**src/rtl/mult_serial_param.sv**
```systemverilog
// Sequential shift-and-add multiplier, WIDTH x WIDTH -> 2*WIDTH bits.
// The multiplier is held in B and consumed LSB first. Partial products
// accumulate in {X,A}. In two's-complement mode the top multiplier bit has
// negative weight, so its partial product is subtracted instead of added.
// The final product appears as {Aval,Bval}.
module mult_serial_param #(
   parameter int WIDTH = 8
) (
   input  logic             Clk,
   input  logic             Reset,
   input  logic             Run,
   input  logic             ClearA_LoadB,
   input  logic             Signed,
   input  logic [WIDTH-1:0] Din,
   output logic [WIDTH-1:0] Aval,
   output logic [WIDTH-1:0] Bval,
   output logic             X,
   output logic             Busy,
   output logic             Done
);

   localparam int CW = $clog2(WIDTH + 1);
   localparam logic [CW-1:0] CNT_FULL = CW'(WIDTH);
   localparam logic [CW-1:0] CNT_LAST = CW'(WIDTH - 1);

   typedef enum logic [2:0] {
      ST_IDLE,
      ST_CHECK,
      ST_ADD,
      ST_SUB,
      ST_SHIFT,
      ST_DONE
   } state_t;

   state_t           state_q, state_d;
   logic [WIDTH-1:0] a_q, a_d;
   logic [WIDTH-1:0] b_q, b_d;
   logic [WIDTH-1:0] s_q, s_d;
   logic             x_q, x_d;
   logic             mode_q, mode_d;
   logic [CW-1:0]    count_q, count_d;

   // Operands widened by one bit. ADD follows the mode; SUB is only reached
   // in signed mode, so it always sign-extends.
   logic [WIDTH:0]   a_add_ext, s_add_ext;
   logic [WIDTH:0]   a_sext, s_sext;
   logic [WIDTH:0]   add_sum, sub_diff;

   // Widen operands and form the sum and difference used by ADD and SUB.
   always_comb begin
      a_add_ext = mode_q ? {a_q[WIDTH-1], a_q} : {1'b0, a_q};
      s_add_ext = mode_q ? {s_q[WIDTH-1], s_q} : {1'b0, s_q};
      a_sext    = {a_q[WIDTH-1], a_q};
      s_sext    = {s_q[WIDTH-1], s_q};
      add_sum   = a_add_ext + s_add_ext;
      sub_diff  = a_sext - s_sext;
   end

   // Next-state and datapath update for the control sequence.
   always_comb begin
      state_d = state_q;
      a_d     = a_q;
      b_d     = b_q;
      s_d     = s_q;
      x_d     = x_q;
      mode_d  = mode_q;
      count_d = count_q;
      case (state_q)
         ST_IDLE: begin
            if (Run) begin
               s_d     = Din;
               mode_d  = Signed;
               a_d     = '0;
               x_d     = 1'b0;
               count_d = '0;
               state_d = ST_CHECK;
            end else if (ClearA_LoadB) begin
               a_d = '0;
               x_d = 1'b0;
               b_d = Din;
            end
         end
         ST_CHECK: begin
            if (count_q == CNT_FULL)
               state_d = ST_DONE;
            else if (b_q[0] && mode_q && (count_q == CNT_LAST))
               state_d = ST_SUB;
            else if (b_q[0])
               state_d = ST_ADD;
            else
               state_d = ST_SHIFT;
         end
         ST_ADD: begin
            {x_d, a_d} = add_sum;
            state_d    = ST_SHIFT;
         end
         ST_SUB: begin
            {x_d, a_d} = sub_diff;
            state_d    = ST_SHIFT;
         end
         ST_SHIFT: begin
            a_d     = {x_q, a_q[WIDTH-1:1]};
            b_d     = {a_q[0], b_q[WIDTH-1:1]};
            x_d     = mode_q ? x_q : 1'b0;
            count_d = count_q + CW'(1);
            state_d = ST_CHECK;
         end
         ST_DONE: begin
            if (!Run)
               state_d = ST_IDLE;
         end
         default: state_d = ST_IDLE;
      endcase
   end

   // State and datapath registers; reset wins over everything.
   always_ff @(posedge Clk) begin
      if (Reset) begin
         state_q <= ST_IDLE;
         a_q     <= '0;
         b_q     <= '0;
         s_q     <= '0;
         x_q     <= 1'b0;
         mode_q  <= 1'b0;
         count_q <= '0;
      end else begin
         state_q <= state_d;
         a_q     <= a_d;
         b_q     <= b_d;
         s_q     <= s_d;
         x_q     <= x_d;
         mode_q  <= mode_d;
         count_q <= count_d;
      end
   end

   assign Aval = a_q;
   assign Bval = b_q;
   assign X    = x_q;
   assign Busy = (state_q == ST_CHECK) || (state_q == ST_ADD) ||
                 (state_q == ST_SUB)   || (state_q == ST_SHIFT);
   assign Done = (state_q == ST_DONE);

endmodule

```
**config.mk**
```make
export PLATFORM = sky130hd
export DESIGN_NAME = mult_serial_param
export DESIGN_NICKNAME = d
export VERILOG_FILES = /design/src/rtl/mult_serial_param.sv
export SDC_FILE = /design/constraint.sdc
export NUM_CORES = 1
export LEC_CHECK = 0
export CAP_MARGIN = 30
export CORE_UTILIZATION = 59
export CTS_CLUSTER_DIAMETER = 40
export CTS_CLUSTER_SIZE = 20
export DETAILED_ROUTE_END_ITERATION = 12
export MAX_ROUTING_LAYER = met4
export PLACE_DENSITY = 0.91
export SYNTH_ARGS = -nofsm -noshare
export SYNTH_HDL_FRONTEND = slang
export SYNTH_SLANG_ARGS = --single-unit
```
**constraint.sdc**
```tcl
create_clock -name Clk -period 3.72 [get_ports Clk]
set_clock_uncertainty 0.15 [all_clocks]
set_input_delay 1.116 -clock Clk [delete_from_list [all_inputs] [get_ports Clk]]
set_output_delay 1.116 -clock Clk [all_outputs]
set_load 0.02 [all_outputs]
```
==> flow_summary.yaml, run 1 <==
yosys:
  synth_compound_area_share_pct: 25.1
  avgSynthCellArea_um2: 8.36
  yosysUniqueCellTypes: 61
  synth_fp_nets: 311
  synth-seq-cells: 33
  async_reset_ff_share_pct: 0
  synth_top_family_by_area: "compound AO/OA/AOI/OAI gates"
  yosysWarnings: 0
  synthCells: 277
  synth_xor_area_share_pct: 1.51
  syn_area_mm2: 0.00232
  ys_seq_area_share_pct: 28.5
  synth_ff_type: "dfxtp_1"
  muxShareOfSynthArea_pct: 4.75
  synth_edf_count: 0
  yosys.area_share.simple_pct: 20.6
  synth_fa_ha_area_share_pct: 12.0
route:
  vias: 2147
  drtPass1Iterations: 4
  wl_per_cell_um: 15.4
  avgViaCountPerCell: 6.12
  routed_wl_um: 5400
  drt_iter0_drc: 171
  drc_errors: 0
  drtAntennaViolNets: 0
pwr:
  vdd_drop_max_mv: 0.316
  leakage_uw: 0.00103
  power_density_mw_per_mm2: 394
final_layout:
  nets: 336
  multiInputGateArea_mm2: 0.00148
  final_cells: 351
  seq_area_um2: 661
  num-fill-cells: 274
  layout_common_cells: "dfxtp_1, clkdlybuf4s50_1, nand2_1, nor2_1"
  insertedDiodeCount: 0
  stdcell_area_mm2: 0.00273
  area_growth_pct: 17.8
  drive_above_1_share_pct: 5.61
  layout_commonest_cell: "dfxtp_1"
placed_design:
  gp_congestion: 0.979
  place_area_mm2: 0.00261
  pre_cts_slack_ns: 0.702
  dp.cells: 343
  port_buffers: 31
  dp_hpwl_um: 4010
die:
  fp.dieH_um: 64.7
  start_util_pct: 62.3
  ios: 32
  die_w_um: 64.7
  core_area_mm2: 0.00372
  num_rows: 22
  dieArea_mm2: 0.00418
sta:
  hold_viol: 0
  hold_ws_ns: 0.330
  tightest_slew_ns: 1.02
  finalSetupViolations: 0
  finalCritPeriodShare_pct: 88.3
  rsz0062_at_grt: "no"
  fin_setup_tns_ns: 0
  worst_slack_ns: 0.434
  slew_violations: 0
  final.min_clock_period_ns: 3.29
  fmax_mhz: 304
  slew_headroom_pct: 31.8
worst_setup_path:
  arrival_ns: 2.02
  path_class: "flop to primary output"
  path_cells: "inv_1 -> nor3b_1 -> clkdlybuf4s50_1"
  critPathMaxFanout: 11
  required_ns: 2.45
  cp_slowest_stage_delay_ns: 0.65
  crit_path_end_kind: "primary output"
  cp_slowest_cell: "clkdlybuf4s50_1"
  critPathLaunchType: "flop"
run_status:
  outcome: "finished, final reports clean"
global_route:
  grt_pass1_wl_um: 9110
  grt_max_degree: 25
  grt.total_usage_pct: 29.0
  grt_pass1_vias: 2050
  antenna_found_initial: 0
  overflow: 0
cts:
  cts_inserted_buffers: 5
  cts_resized: 0
  max-clock-path-buffers: 2
  clk-insertion-delay-late_ns: 0.28
  htree_levels: 2
  cts_sinks: 33
  cts_tree: "built"
  clk_pin_slew_ns: 0.06
  cts_hold_buf: 0
  root_buffer: "clkbuf_8"
  cts_setup_buffers: 0
hold_path:
  holdCritPathClass: "flop to flop"
flow_run:
  max_cap_violations: 0
-- stage by stage --
| step | util [%] | total power, µW |
|---|---|---|
| floorplan | - | 639 |
| global placement | 70.3 | 720 |
| detailed placement | 70.3 | 728 |
| CTS | 73.4 | 1080 |
| global route | 73.4 | 1130 |
| finish | 73.4 | 1070 |
-- per-layer routing --
layer	up-vias	track usage, %	part of all wire, %
met5	-	-	0
met4	0	15.3	2.3
met3	18	4.58	6.2
met2	81	48.0	49
met1	1002	33.7	43
li1	1046	-	-
-- final timing paths --
kind,startpoint,end,slack (ns),cells past startpoint
worst max-delay path,state_q[0],Done,0.43,3
worst max register to register,s_q[1],Aval[7],1.33,7
worst min-delay path,s_q[6],s_q[6],0.33,2
worst min register to register,s_q[6],s_q[6],0.33,2
-- critical path: cells and delay by family (launching register included) --
family | cells | cell delay (ns)
buffers and inverters | 2 | 0.88
DFF | 1 | 0.58
and+or+nand+nor | 1 | 0.28
-- flip-flops by register name (all words and copies together), names as in the netlist --
| signal | cells |
|---|---|
| Aval | 8 |
| X | 1 |
| s_q | 8 |
| Bval | 8 |
| state_q | 3 |
| mode_q | 1 |
| count_q | 4 |
-- synth_stat cells, drive strengths merged, types with 3 or more instances --
cell type,count,area share (%)
a211oi,12,4.1
a21oi,21,4.7
a22oi,5,1.6
buf,13,3.7
clkbuf,3,0.49
dfxtp,33,29
ha,19,10
inv,20,3.2
mux2i,11,4.8
nand2,28,4.5
nand2b,7,1.9
nand3,3,0.65
nand3b,3,0.97
nor2,22,3.9
nor2b,7,1.9
nor3,8,2.2
nor3b,3,0.97
o21a,3,0.97
o21ai,9,1.9
o21bai,3,1.1
o22ai,3,0.81
-- cell families (layout without fill, tap and decap cells) --
group | after synthesis | count (layout)
AOI/OAI and AO/OA | 81 | 81
adders and majority gates | 21 | 21
buffers and inverters | 36 | 62
DFF | 33 | 33
and+or+nand+nor | 91 | 91
xor gates and xnor gates | 4 | 4
muxes | 11 | 11
-- final cells by class --
type / count / share of cell area (%)
Timing Repair Buffer: 34 / 12.2
Clock inverter: 1 / 1.10
Tap cell: 48 / 2.20
Multi-Input combinational cell: 208 / 54.4
Sequential cell: 33 / 24.2
Inverter: 20 / 2.75
Clock buffer: 7 / 3.17
-- where the power goes --
group	leakage, µW	internal [µW]	total (µW)	switching [µW]
logic	0.000707	134	307	173
clock network	0.0000585	218	348	129
registers	0.000269	382	419	37.1
total	0.00103	734	1070	339
(Power assumes the default switching activity.)
==> inputs of run 2 (changes only) <==
- CORE_UTILIZATION: 59 -> 35
- PLACE_DENSITY: 0.91 -> 0.61
==> flow_summary.yaml, run 2 (synthesis results as in run 1) <==
run_status:
  outcome: "finished, final reports clean"
route:
  avgViaCountPerCell: 5.43
  drc_errors: 0
  drtPass1Iterations: 4
  drtAntennaViolNets: 0
  drt_iter0_drc: 102
  routed_wl_um: 5690
  vias: 2070
  wl_per_cell_um: 14.9
pwr:
  vdd_drop_max_mv: 0.207
  leakage_uw: 0.00104
  power_density_mw_per_mm2: 391
global_route:
  antenna_found_initial: 0
  grt_pass1_vias: 1938
  overflow: 0
  grt_pass1_wl_um: 9600
  grt.total_usage_pct: 17.6
  grt_max_degree: 30
worst_setup_path:
  required_ns: 2.45
  r2r_slack_ns: 1.36
  timing.rr.start: "s_q[1]"
  path_class: "flop to primary output"
  r2r-end: "Aval[7]"
  crit_path_end_kind: "primary output"
  critPathMaxFanout: 8
  rr_worst_depth: 7
  arrival_ns: 2.05
  critPathLaunchType: "flop"
cts:
  cts_tree: "built"
  clk_pin_slew_ns: 0.07
  root_buffer: "clkbuf_8"
  htree_levels: 2
  max-clock-path-buffers: 2
  clk-insertion-delay-late_ns: 0.29
  cts_resized: 0
  cts_sinks: 33
  cts_setup_buffers: 0
  cts_inserted_buffers: 5
  cts_hold_buf: 0
final_layout:
  layout_common_cells: "dfxtp_1, clkdlybuf4s50_1, nand2_1, nor2_1"
  insertedDiodeCount: 0
  nets: 337
  layout_commonest_cell: "dfxtp_1"
  area_growth_pct: 20.0
  drive_above_1_share_pct: 5.92
die:
  die_w_um: 83.3
  core_area_mm2: 0.00639
  start_util_pct: 36.3
  num_rows: 29
  ios: 32
  fp.dieH_um: 83.3
  dieArea_mm2: 0.00695
sta:
  tightest_slew_ns: 0.676
  finalSetupViolations: 0
  fin_setup_tns_ns: 0
  slew_violations: 0
  worst_slack_ns: 0.407
  hold_viol: 0
  finalCritPeriodShare_pct: 89.1
  final.min_clock_period_ns: 3.31
  rsz0062_at_grt: "no"
  slew_headroom_pct: 54.8
  fmax_mhz: 302
placed_design:
  pre_cts_slack_ns: 0.700
  dp_hpwl_um: 4190
  port_buffers: 31
  gp_congestion: 0.837
hold_path:
  hold_depth: 2
  min_from: "s_q[2]"
  worstHoldEndpoint: "s_q[2]"
  holdCritPathClass: "flop to flop"
flow_run:
  max_cap_violations: 0
[run 2: cell count changes in the layout (fill, tap and decap cells not counted), sizes merged]
cell / change
buf: +1
[run 2: area by class of cell]
cell class	instances	area [µm²]
fill	646	3610
multi-input combinational	208	1480
sequential	33	661
timing repair buffer	35	348
tap	77	96.3
clock buffer	7	86.3
inverter	20	75.1
clock inverter	1	30.0
[run 2: metal layers]
layer | share of wire (%) | global-route usage [%] | vias to the layer above
li1 | - | - | 1054
met1 | 49 | 24.1 | 953
met2 | 45 | 25.9 | 55
met3 | 4.4 | 3.38 | 8
met4 | 1.7 | 6.11 | 0
met5 | 0 | - | -
[run 2: per-stage QoR]
step	util [%]	cells	instance area, µm²	hold slack, ns	total power [µW]
global placement	41.5	372	2650	0.315	732
detailed placement	41.7	373	2660	0.326	738
CTS	43.5	381	2780	0.335	1090
finish	43.5	381	2780	0.338	1090
floorplan	-	277	2320	0.303	639
global route	43.5	381	2780	0.370	1150
[run 2: worst max path at each step]
stage / start / endpoint / slack [ns] / cells after the start
2_1_floorplan: state_q[0] / Done / 1.23 / 3
3_3_place_gp: Run / X / 0.73 / 6
3_5_place_dp: state_q[0] / Done / 0.70 / 3
4_1_cts: state_q[0] / Done / 0.38 / 3
5_1_grt: state_q[0] / Done / 0.26 / 3
6_report: state_q[0] / Done / 0.41 / 3
[run 2: report_power, final]
part           switching (µW)  internal, µW  total, µW
clock                     138           218        356
sequential               36.9           382        419
combinational             175           138        313
total                     349           738       1090
[run 2: critical path, cell delays in order, from the launching register on]
cell             delay, ns
dfxtp_1               0.58
inv_1                 0.25
nor3b_1               0.29
clkdlybuf4s50_1       0.65
==> inputs of run 3 (changes only) <==
- CORE_MARGIN: unset -> 1
- TNS_END_PERCENT: unset -> 1
==> results of run 3 <==
Final layout, timing and power as in run 2 (identical DEF).
